$ cat src/rtl/text_stream_ctrl_if.sv
// Text readout bundle: control pulses, RAM read port and valid/ready byte stream.
// master = controller side (drives RAM address/strobe and the stream), slave = environment side.
interface text_stream_ctrl_if #(
  parameter int ADDR_W = 8,
  parameter int DATA_W = 8
);
  logic              start;
  logic              abort;
  logic [ADDR_W-1:0] ram_addr;
  logic              ram_rden;
  logic [DATA_W-1:0] ram_q;
  logic [DATA_W-1:0] tx_data;
  logic              tx_valid;
  logic              tx_ready;
  logic              tx_last;
  logic              busy;
  logic              done;

  modport master (
    input  start, abort, ram_q, tx_ready,
    output ram_addr, ram_rden, tx_data, tx_valid, tx_last, busy, done
  );

  modport slave (
    output start, abort, ram_q, tx_ready,
    input  ram_addr, ram_rden, tx_data, tx_valid, tx_last, busy, done
  );
endinterface

$ cat src/rtl/text_stream_ctrl.sv
// Streams RAM bytes 0..END_ADDR on valid/ready; first byte 3 cycles after start, 1 byte/cycle.
// Full backpressure: reads are issued only while buffer occupancy plus in-flight read stays below 2.
module text_stream_ctrl #(
  parameter int ADDR_W   = 8,
  parameter int DATA_W   = 8,
  parameter int END_ADDR = 10
) (
  input  logic               clk,
  input  logic               reset,
  text_stream_ctrl_if.master bus
);

  localparam logic [ADDR_W-1:0] END_A = ADDR_W'(END_ADDR);

  typedef enum logic [1:0] {S_IDLE, S_STREAM, S_DRAIN, S_DONE} state_t;

  state_t            r_state;
  logic [ADDR_W-1:0] r_addr;
  logic              r_inflight;
  logic              r_inflight_last;
  logic [DATA_W-1:0] r_fifo_dat [2];
  logic [1:0]        r_fifo_last;
  logic              r_wr_ptr;
  logic              r_rd_ptr;
  logic [1:0]        r_count;
  logic              r_busy;
  logic              r_done;

  logic              w_xfer;
  logic [2:0]        w_occ;
  logic              w_rden;
  logic              w_rd_last;

  assign w_xfer    = (r_count != 2'd0) && bus.tx_ready;
  // Occupancy after this cycle's pop; the in-flight read already owns a slot.
  assign w_occ     = {1'b0, r_count} + {2'b00, r_inflight} - {2'b00, w_xfer};
  assign w_rden    = (r_state == S_STREAM) && (w_occ < 3'd2);
  assign w_rd_last = (r_addr == END_A);

  always_ff @(posedge clk) begin
    if (reset || bus.abort) begin
      r_state         <= S_IDLE;
      r_addr          <= '0;
      r_inflight      <= 1'b0;
      r_inflight_last <= 1'b0;
      r_fifo_dat[0]   <= '0;
      r_fifo_dat[1]   <= '0;
      r_fifo_last     <= 2'b00;
      r_wr_ptr        <= 1'b0;
      r_rd_ptr        <= 1'b0;
      r_count         <= 2'd0;
      r_busy          <= 1'b0;
      r_done          <= 1'b0;
    end else begin
      r_inflight      <= w_rden;
      r_inflight_last <= w_rden && w_rd_last;

      if (r_inflight) begin
        r_fifo_dat[r_wr_ptr]  <= bus.ram_q;
        r_fifo_last[r_wr_ptr] <= r_inflight_last;
        r_wr_ptr              <= ~r_wr_ptr;
      end
      if (w_xfer) begin
        r_rd_ptr <= ~r_rd_ptr;
      end

      case ({r_inflight, w_xfer})
        2'b10:   r_count <= r_count + 2'd1;
        2'b01:   r_count <= r_count - 2'd1;
        default: r_count <= r_count;
      endcase

      // Counter parks on END_ADDR after the final read; cleared on the way back to idle.
      if (w_rden && !w_rd_last) begin
        r_addr <= r_addr + 1'b1;
      end

      case (r_state)
        S_IDLE: begin
          if (bus.start) begin
            r_state <= S_STREAM;
            r_busy  <= 1'b1;
          end
        end
        S_STREAM: begin
          if (w_rden && w_rd_last) begin
            r_state <= S_DRAIN;
          end
        end
        S_DRAIN: begin
          if (w_xfer && r_fifo_last[r_rd_ptr]) begin
            r_state <= S_DONE;
            r_busy  <= 1'b0;
            r_done  <= 1'b1;
          end
        end
        S_DONE: begin
          r_state <= S_IDLE;
          r_done  <= 1'b0;
          r_addr  <= '0;
        end
        default: begin
          r_state <= S_IDLE;
          r_busy  <= 1'b0;
          r_done  <= 1'b0;
        end
      endcase
    end
  end

  assign bus.ram_addr = r_addr;
  assign bus.ram_rden = w_rden;
  assign bus.tx_valid = (r_count != 2'd0);
  assign bus.tx_data  = r_fifo_dat[r_rd_ptr];
  assign bus.tx_last  = (r_count != 2'd0) && r_fifo_last[r_rd_ptr];
  assign bus.busy     = r_busy;
  assign bus.done     = r_done;

endmodule

$ cat src/flat_wrapper.sv
// flat-port wrapper written by rule: the top's interface ports become plain ports
module text_stream_ctrl_flat 
#(
  parameter int ADDR_W   = 8,
  parameter int DATA_W   = 8,
  parameter int END_ADDR = 10
)
  (clk, reset, bus_start, bus_abort, bus_ram_q, bus_tx_ready, bus_ram_addr, bus_ram_rden, bus_tx_data, bus_tx_valid, bus_tx_last, bus_busy, bus_done);
  text_stream_ctrl_if #(.ADDR_W(ADDR_W), .DATA_W(DATA_W)) bus_i ();
  input  logic clk;
  input  logic reset;
  input wire logic [$bits(bus_i.start)-1:0] bus_start;
  input wire logic [$bits(bus_i.abort)-1:0] bus_abort;
  input wire logic [$bits(bus_i.ram_q)-1:0] bus_ram_q;
  input wire logic [$bits(bus_i.tx_ready)-1:0] bus_tx_ready;
  output wire logic [$bits(bus_i.ram_addr)-1:0] bus_ram_addr;
  output wire logic [$bits(bus_i.ram_rden)-1:0] bus_ram_rden;
  output wire logic [$bits(bus_i.tx_data)-1:0] bus_tx_data;
  output wire logic [$bits(bus_i.tx_valid)-1:0] bus_tx_valid;
  output wire logic [$bits(bus_i.tx_last)-1:0] bus_tx_last;
  output wire logic [$bits(bus_i.busy)-1:0] bus_busy;
  output wire logic [$bits(bus_i.done)-1:0] bus_done;
  assign bus_i.start = bus_start;
  assign bus_i.abort = bus_abort;
  assign bus_i.ram_q = bus_ram_q;
  assign bus_i.tx_ready = bus_tx_ready;
  assign bus_ram_addr = bus_i.ram_addr;
  assign bus_ram_rden = bus_i.ram_rden;
  assign bus_tx_data = bus_i.tx_data;
  assign bus_tx_valid = bus_i.tx_valid;
  assign bus_tx_last = bus_i.tx_last;
  assign bus_busy = bus_i.busy;
  assign bus_done = bus_i.done;
  text_stream_ctrl #(.ADDR_W(ADDR_W), .DATA_W(DATA_W), .END_ADDR(END_ADDR)) u_core (.clk(clk), .reset(reset), .bus(bus_i));
endmodule
$ cat config.mk
export PLATFORM = sky130hd
export DESIGN_NAME = text_stream_ctrl_flat
export DESIGN_NICKNAME = d
export VERILOG_FILES = /design/src/rtl/text_stream_ctrl_if.sv /design/src/rtl/text_stream_ctrl.sv /design/src/flat_wrapper.sv
export SDC_FILE = /design/constraint.sdc
export NUM_CORES = 1
export LEC_CHECK = 0
export CAP_MARGIN = 20
export CORE_MARGIN = 8
export CORE_UTILIZATION = 40
export DETAILED_ROUTE_END_ITERATION = 6
export PLACE_DENSITY_LB_ADDON = 0.25
export SYNTH_ARGS = -nofsm -noshare
export SYNTH_HDL_FRONTEND = slang
export SYNTH_SLANG_ARGS = --single-unit
$ cat constraint.sdc
create_clock -name clk -period 2.6 [get_ports clk]
set_clock_uncertainty 0.1 [all_clocks]
set_input_delay 0.26 -clock clk [delete_from_list [all_inputs] [get_ports clk]]
set_output_delay 0.26 -clock clk [all_outputs]
set_load 0.1 [all_outputs]
* Word-level counts from Yosys, hierarchy flattened
Memory sizes are Yosys's and may differ from the RTL's. A register that Yosys moved wholly into a read port is not among the register bits. Cells that the tools add are included.
Storage, ports and cells: bits in read-only memories 0, RAM bits 16, register bits 20, memories kept 1, latch bits 0
Cells by class: reduce and logical (&&, ||, !) cells 19, magnitude comparators 4, bitwise operators 2, divide/modulo/power cells 0, multiply operators 0, muxes and demuxes 25, add/sub/neg operators 5, shifts and indexed selects 0, equality and inequality tests 9
Memory list:
- u_core.r_fifo_dat | words 2, bits a word 8, rd ports 1, clocked after memory_dff 1, wr ports 2, RTL line text_stream_ctrl.sv:21 | logic [DATA_W-1:0] r_fifo_dat [2];
Operators by type and width (count):
- $mux W1 | 15
- $add A8 B1 Y8 const B | 1
- $eq A8 B4 Y1 const B | 1
- $mux W8 | 1
- $pmux W2 S4 | 1
- $reduce_bool A2 Y1 | 4
- $reduce_or A8 Y1 | 1
- $logic_and A1 B1 Y1 | 7
- $eq A2 B2 Y1 const B | 3
- $mux W2 | 3
- $reduce_and A3 Y1 | 2
- $eq A2 B1 Y1 const B | 2
- $lt A1 B2 Y1 const B | 2
- $ne A2 B2 Y1 const B | 2
- $pmux W1 S2 | 2
- $pmux W2 S2 | 1
- $add A2 B1 Y3 | 1
- $lt A3 B2 Y1 const B | 1
- $sub A3 B1 Y3 | 1
- $add A2 B1 Y2 const B | 1
- $bwmux W2 | 1
- $logic_not A2 Y1 | 1
- $ne A2 B1 Y1 const B | 1
- $not A1 Y1 | 2
- 7 further kinds | 7

* Depth between registers and ports, before layout
word-level depth 8, mapped depth 8, mapped depth without buffers 8

* Worst setup path before layout
No wires, ideal clock.
path type register -> register, start register u_core.r_inflight, end register u_core.r_addr[5], in the netlist u_core.bus.ram_addr[5], path slack -451 ps, data required time 2379 ps, stages on the path, launching flop included 9, library setup time 121 ps, data arrival time 2831 ps, period minus slack after synthesis 3051 ps, path buffers 0, path through dfxtp_1 > nor2b_1 > o21ai_0 > fa_1 > and2_1 > nand2_2 > clkinv_1 > nand4_1 > mux2_2
On the way: word-level cells in the longest chain between the ends 5
RTL lines:
- start, declared | RTL line text_stream_ctrl.sv:19 | logic r_inflight;
- start signal, assigned | RTL line text_stream_ctrl.sv:55 | r_inflight <= w_rden;
- $add A2 B1 Y3 | RTL line text_stream_ctrl.sv:36 | assign w_occ = {1'b0, r_count} + {2'b00, r_inflight} - {2'b00, w_xfer};
- $sub A3 B1 Y3 | RTL line text_stream_ctrl.sv:36
- $lt A3 B2 Y1 | RTL line text_stream_ctrl.sv:37 | assign w_rden = (r_state == S_STREAM) && (w_occ < 3'd2);
- $logic_and A1 B1 Y1 | RTL line text_stream_ctrl.sv:37
- via bus_ram_rden | RTL line flat_wrapper.sv:17 | output wire logic [$bits(bus_i.ram_rden)-1:0] bus_ram_rden;
- $logic_and A1 B1 Y1 | RTL line text_stream_ctrl.sv:74 | if (w_rden && !w_rd_last) begin
- end signal, assigned | RTL line text_stream_ctrl.sv:75 | r_addr <= r_addr + 1'b1;
- end, declared | RTL line text_stream_ctrl.sv:18 | logic [ADDR_W-1:0] r_addr;
The timed path passes the listed nets, and every way through them passes these cells. A chain may end at the register's enable or synchronous reset.

* Worst setup path in the final report
start input bus_tx_ready, end output bus_ram_rden
On the way: word-level cells in the longest chain between the ends 4
RTL lines:
- start, declared | RTL line flat_wrapper.sv:15 | input wire logic [$bits(bus_i.tx_ready)-1:0] bus_tx_ready;
- $logic_and A1 B1 Y1 | RTL line text_stream_ctrl.sv:34 | assign w_xfer = (r_count != 2'd0) && bus.tx_ready;
- $sub A3 B1 Y3 | RTL line text_stream_ctrl.sv:36
- $lt A3 B2 Y1 | RTL line text_stream_ctrl.sv:37
- $logic_and A1 B1 Y1 | RTL line text_stream_ctrl.sv:37
- end, declared | RTL line flat_wrapper.sv:17
Every way passes these cells.

==> summary.md <==
The quantity of I/O buffers inserted on ports is 33, and the iteration count of the initial detailed-routing pass is 4. After synthesis, flip-flops and latches occupy 50.2% of the total area. Category of the most critical setup path: primary input to output pin. The detail route stage leaves a number of antenna-violating nets equal to 0. The data required time at the worst endpoint was 2.24 ns. The total nets after synthesis is 194.

The floorplan has 24 rows. The most used flip-flop cell after synthesis is dfxtp_1. In this run the most critical hold path is launched from u_core.r_inflight_last.

The run gives 1790 um^2 as the cell area after technology mapping. The detailed router's first-iteration violation count was 116. 0 antenna diodes ended up in the layout. Of the post-synthesis cell area, the dominant cell type holds 26.8%. From bottom edge to top edge, the die measures 83.0 um. For the static leakage, the log shows 0.924 nW.

The logs give 1385 for the number of global-route vias before repair and 4320 um^2 for the area of the core. Walking the worst path, the cells encountered are clkdlybuf4s50_1 -> nor2b_1 -> o21ai_1 -> fa_1 -> and2_1 -> nand2_2 -> clkinv_2 -> buf_12. Clock-pin slew was measured on the worst setup and hold paths at 0.07 ns. The H-tree was split into 2 levels. The number of instances in the synthesized netlist is 173.

The detailed placement HPWL came out at 2720 um. The congestion estimate from routability-driven global placement came to 0.808. The count of flip-flops with a built-in enable after synthesis was 16. The tree is rooted in a clkbuf_8. Highest-delay cell along the critical path: clkdlybuf4s50_1. For this configuration, the core starts out at a cell density of 41.5%. The floorplan step set the die width to 83.0 um. In the final layout, the share of cells above drive strength 1 is 23.4%. The buffer depth of the longest clock path came out at 2. Setup repair after global routing left no endpoint under its margin. The worst hold path was traced through 2 stages. The type of origin of the critical path is a primary input. TritonCTS built the clock tree. For this design the ratio of total power to cell area is 560 nW/um^2. The logs give 0 ns for the total negative setup slack and 0 for the total of warnings raised by yosys.

The tools report the count of different cell masters after synthesis as 37. Highest net fanout along the worst path: 8. The routed layout has 1365 vias.

The post-route cell area is 2300 um^2. Dividing the detail-routed via count by the number of cells gives 5.06. The number of buffers and inverters on the critical path is 3. The number of antenna violations at the first check in global routing was 0.

The area after detailed placement was 2190 um^2. The tools report the destination of the worst register-to-register timing path as u_core.r_state[0]. For this run the aggregate overflow at the end of global routing stands at 0.

The worst register-to-register path has a setup slack of 0.27 ns. Clock tree synthesis inserted a total of 5 buffers. The final cell count without fillers is 270, and the flip-flop and latch count after synthesis is 37. The run gives 0 as the final hold violation count.

Dividing the final minimum period by the clock period gives 93.8%. The final max-slew violation count is 0, and the number of setup violations in the final report is 0. Compared with the post-synthesis result, the final layout area differs by 28.1%. The min-delay analysis places its worst path in the category flop to flop. Slew at the pin closest to its max-slew limit: 0.586 ns.

Synthesized area per cell: 10.4 um^2. The number of max-cap violations is 0, and the post-layout minimum cycle time is 2.44 ns. For this run, asynchronously set or reset flops after synthesis account for 0%. Total routing usage reported by global routing: 10.8%. The worst register-to-register path begins at u_core.r_count[0]. For the worst-skew pair, the clock arrives at the later sink with an insertion delay of 0.29 ns. The largest vdd supply drop came out at 307 uV.

The net count of the finished layout was 238; the number of logic stages on the critical path including buffering was 8. The flow ran to the end, and the final reports show no timing, DRC or antenna violations. After detailed routing, the average wire length per cell comes to 13.8 um. The cell with the most instances after synthesis is dfxtp_1. The commonest cells after synthesis are dfxtp_1, and2_1, edfxtp_1.

In this run, placement finished with an instance count of 262. Summed over all layers, the routed wires come to 3740 um. After synthesis, the cell types taking the most area are edfxtp_1, dfxtp_1, mux2_2. Hold timing on the final database bottoms out at a slack of 0.354 ns.

The DRC violations left was 0; the number of buffers added for setup after CTS was 0. Critical path's top delay family: buffers and inverters. The die covers 6880 um^2. Entering global routing, the biggest net connects 13 pins.

The worst hold path terminates at u_core.r_fifo_last[0]. The clock sink count is 37. The headroom to the max-slew limit was 60.8%; the count of cells along the worst register-to-register path was 7. The library cell occupying the most area in the post-synthesis netlist is edfxtp_1. 34 I/O pins were placed. The worst setup path is captured at an output pin. The wire length of the first global-routing pass was 6330 um. Derived from the worst setup path, the maximum achievable clock frequency is 0.410 GHz.

At the worst endpoint, the arrival time is 2.08 ns. In this design, the stage delay of the slowest critical-path cell is 0.45 ns.
cell type report:
cell class / count / area, um^2
fillers: 411 / 2030
clock inverters: 3 / 41.3
repair buffers: 39 / 335
multi-input cells: 124 / 848
well taps: 52 / 65.1
clock buffers: 5 / 68.8
inverters: 10 / 38.8
flip-flops and latches: 37 / 901
timing repair:
item	CTS	global route
hold buffers	0	0
endpoints found under the setup margin	0	1
resized for setup	0	1
cell families (layout without fill, tap and decap cells):
group / after synthesis / in the layout / synth area share, %
DFF: 37 / 37 / 50.2
xor gates and xnor gates: 4 / 4 / 1.95
and+or+nand+nor: 75 / 75 / 23.6
adders and majority gates: 8 / 8 / 6.00
buffers and inverters: 12 / 57 / 2.51
muxes: 12 / 12 / 7.39
AOI/OAI and AO/OA: 25 / 25 / 8.37
layer usage:
| layer | part of all wire [%] | vias up | global-route usage (%) |
|---|---|---|---|
| met1 | 44 | 627 | 12.1 |
| li1 | - | 693 | - |
| met2 | 48 | 39 | 18.5 |
| met4 | 0.99 | 0 | 3.83 |
| met5 | 0 | - | 0 |
| met3 | 6.5 | 6 | 3.71 |
cell usage in the layout, fill, tap and decap left out, types with 5 or more instances in the layout:
| cell type | count |
|---|---|
| nand3_1 | 6 |
| o21ai_0 | 5 |
| edfxtp_1 | 16 |
| nand2_1 | 14 |
| buf_4 | 26 |
| a21oi_1 | 10 |
| ha_1 | 7 |
| and2_1 | 17 |
| clkbuf_8 | 5 |
| clkdlybuf4s50_1 | 12 |
| inv_1 | 9 |
| nor2_1 | 14 |
| dfxtp_1 | 21 |
| or4_1 | 5 |
| mux2_2 | 10 |
tightest hold or removal path: stages, from the launching register on:
cell and delay, ns:
dfxtp_1 0.32, nand2_1 0.05, nand2_1 0.04
power by group:
part	switching, W	leakage, nW	internal, W
Sequential	0.00000735	0.348	0.000620
Clock	0.000208	0.0518	0.000282
Combinational	0.000114	0.524	0.0000554
Total	0.000329	0.924	0.000957
registers in the layout, indices dropped and copies added, names as in the netlist, named ones only:
| name | flops |
|---|---|
| u_core.bus.busy | 1 |
| u_core.bus.done | 1 |
| u_core.bus.ram_addr | 8 |
| u_core.r_count | 2 |
| u_core.r_fifo_dat | 16 |
| u_core.r_fifo_last | 2 |
| u_core.r_inflight | 1 |
| u_core.r_inflight_last | 1 |
| u_core.r_rd_ptr | 1 |
| u_core.r_state | 2 |
| u_core.r_wr_ptr | 1 |
metrics by stage:
step	setup slack, ns	power [W]	util, %
3_3_place_gp	-0.00511	0.000809	50.6
5_1_grt	0.0626	0.00133	53.2
4_1_cts	0.0697	0.00130	53.2
3_5_place_dp	-0.106	0.000810	50.6
6_report	0.161	0.00129	53.2
2_1_floorplan	0.00908	0.000753	-
worst max path at each step:
stage / start / end / slack [ns]
2_1_floorplan: u_core.r_inflight / u_core.bus.ram_addr[5] / 0.009
3_3_place_gp: bus_tx_ready / u_core.r_state[0] / -0.005
3_5_place_dp: bus_tx_ready / u_core.r_state[0] / -0.11
4_1_cts: bus_tx_ready / bus_ram_rden / 0.07
5_1_grt: bus_tx_ready / bus_ram_rden / 0.06
6_report: bus_tx_ready / bus_ram_rden / 0.16
No activity file was read; power rests on OpenSTA's default activity.
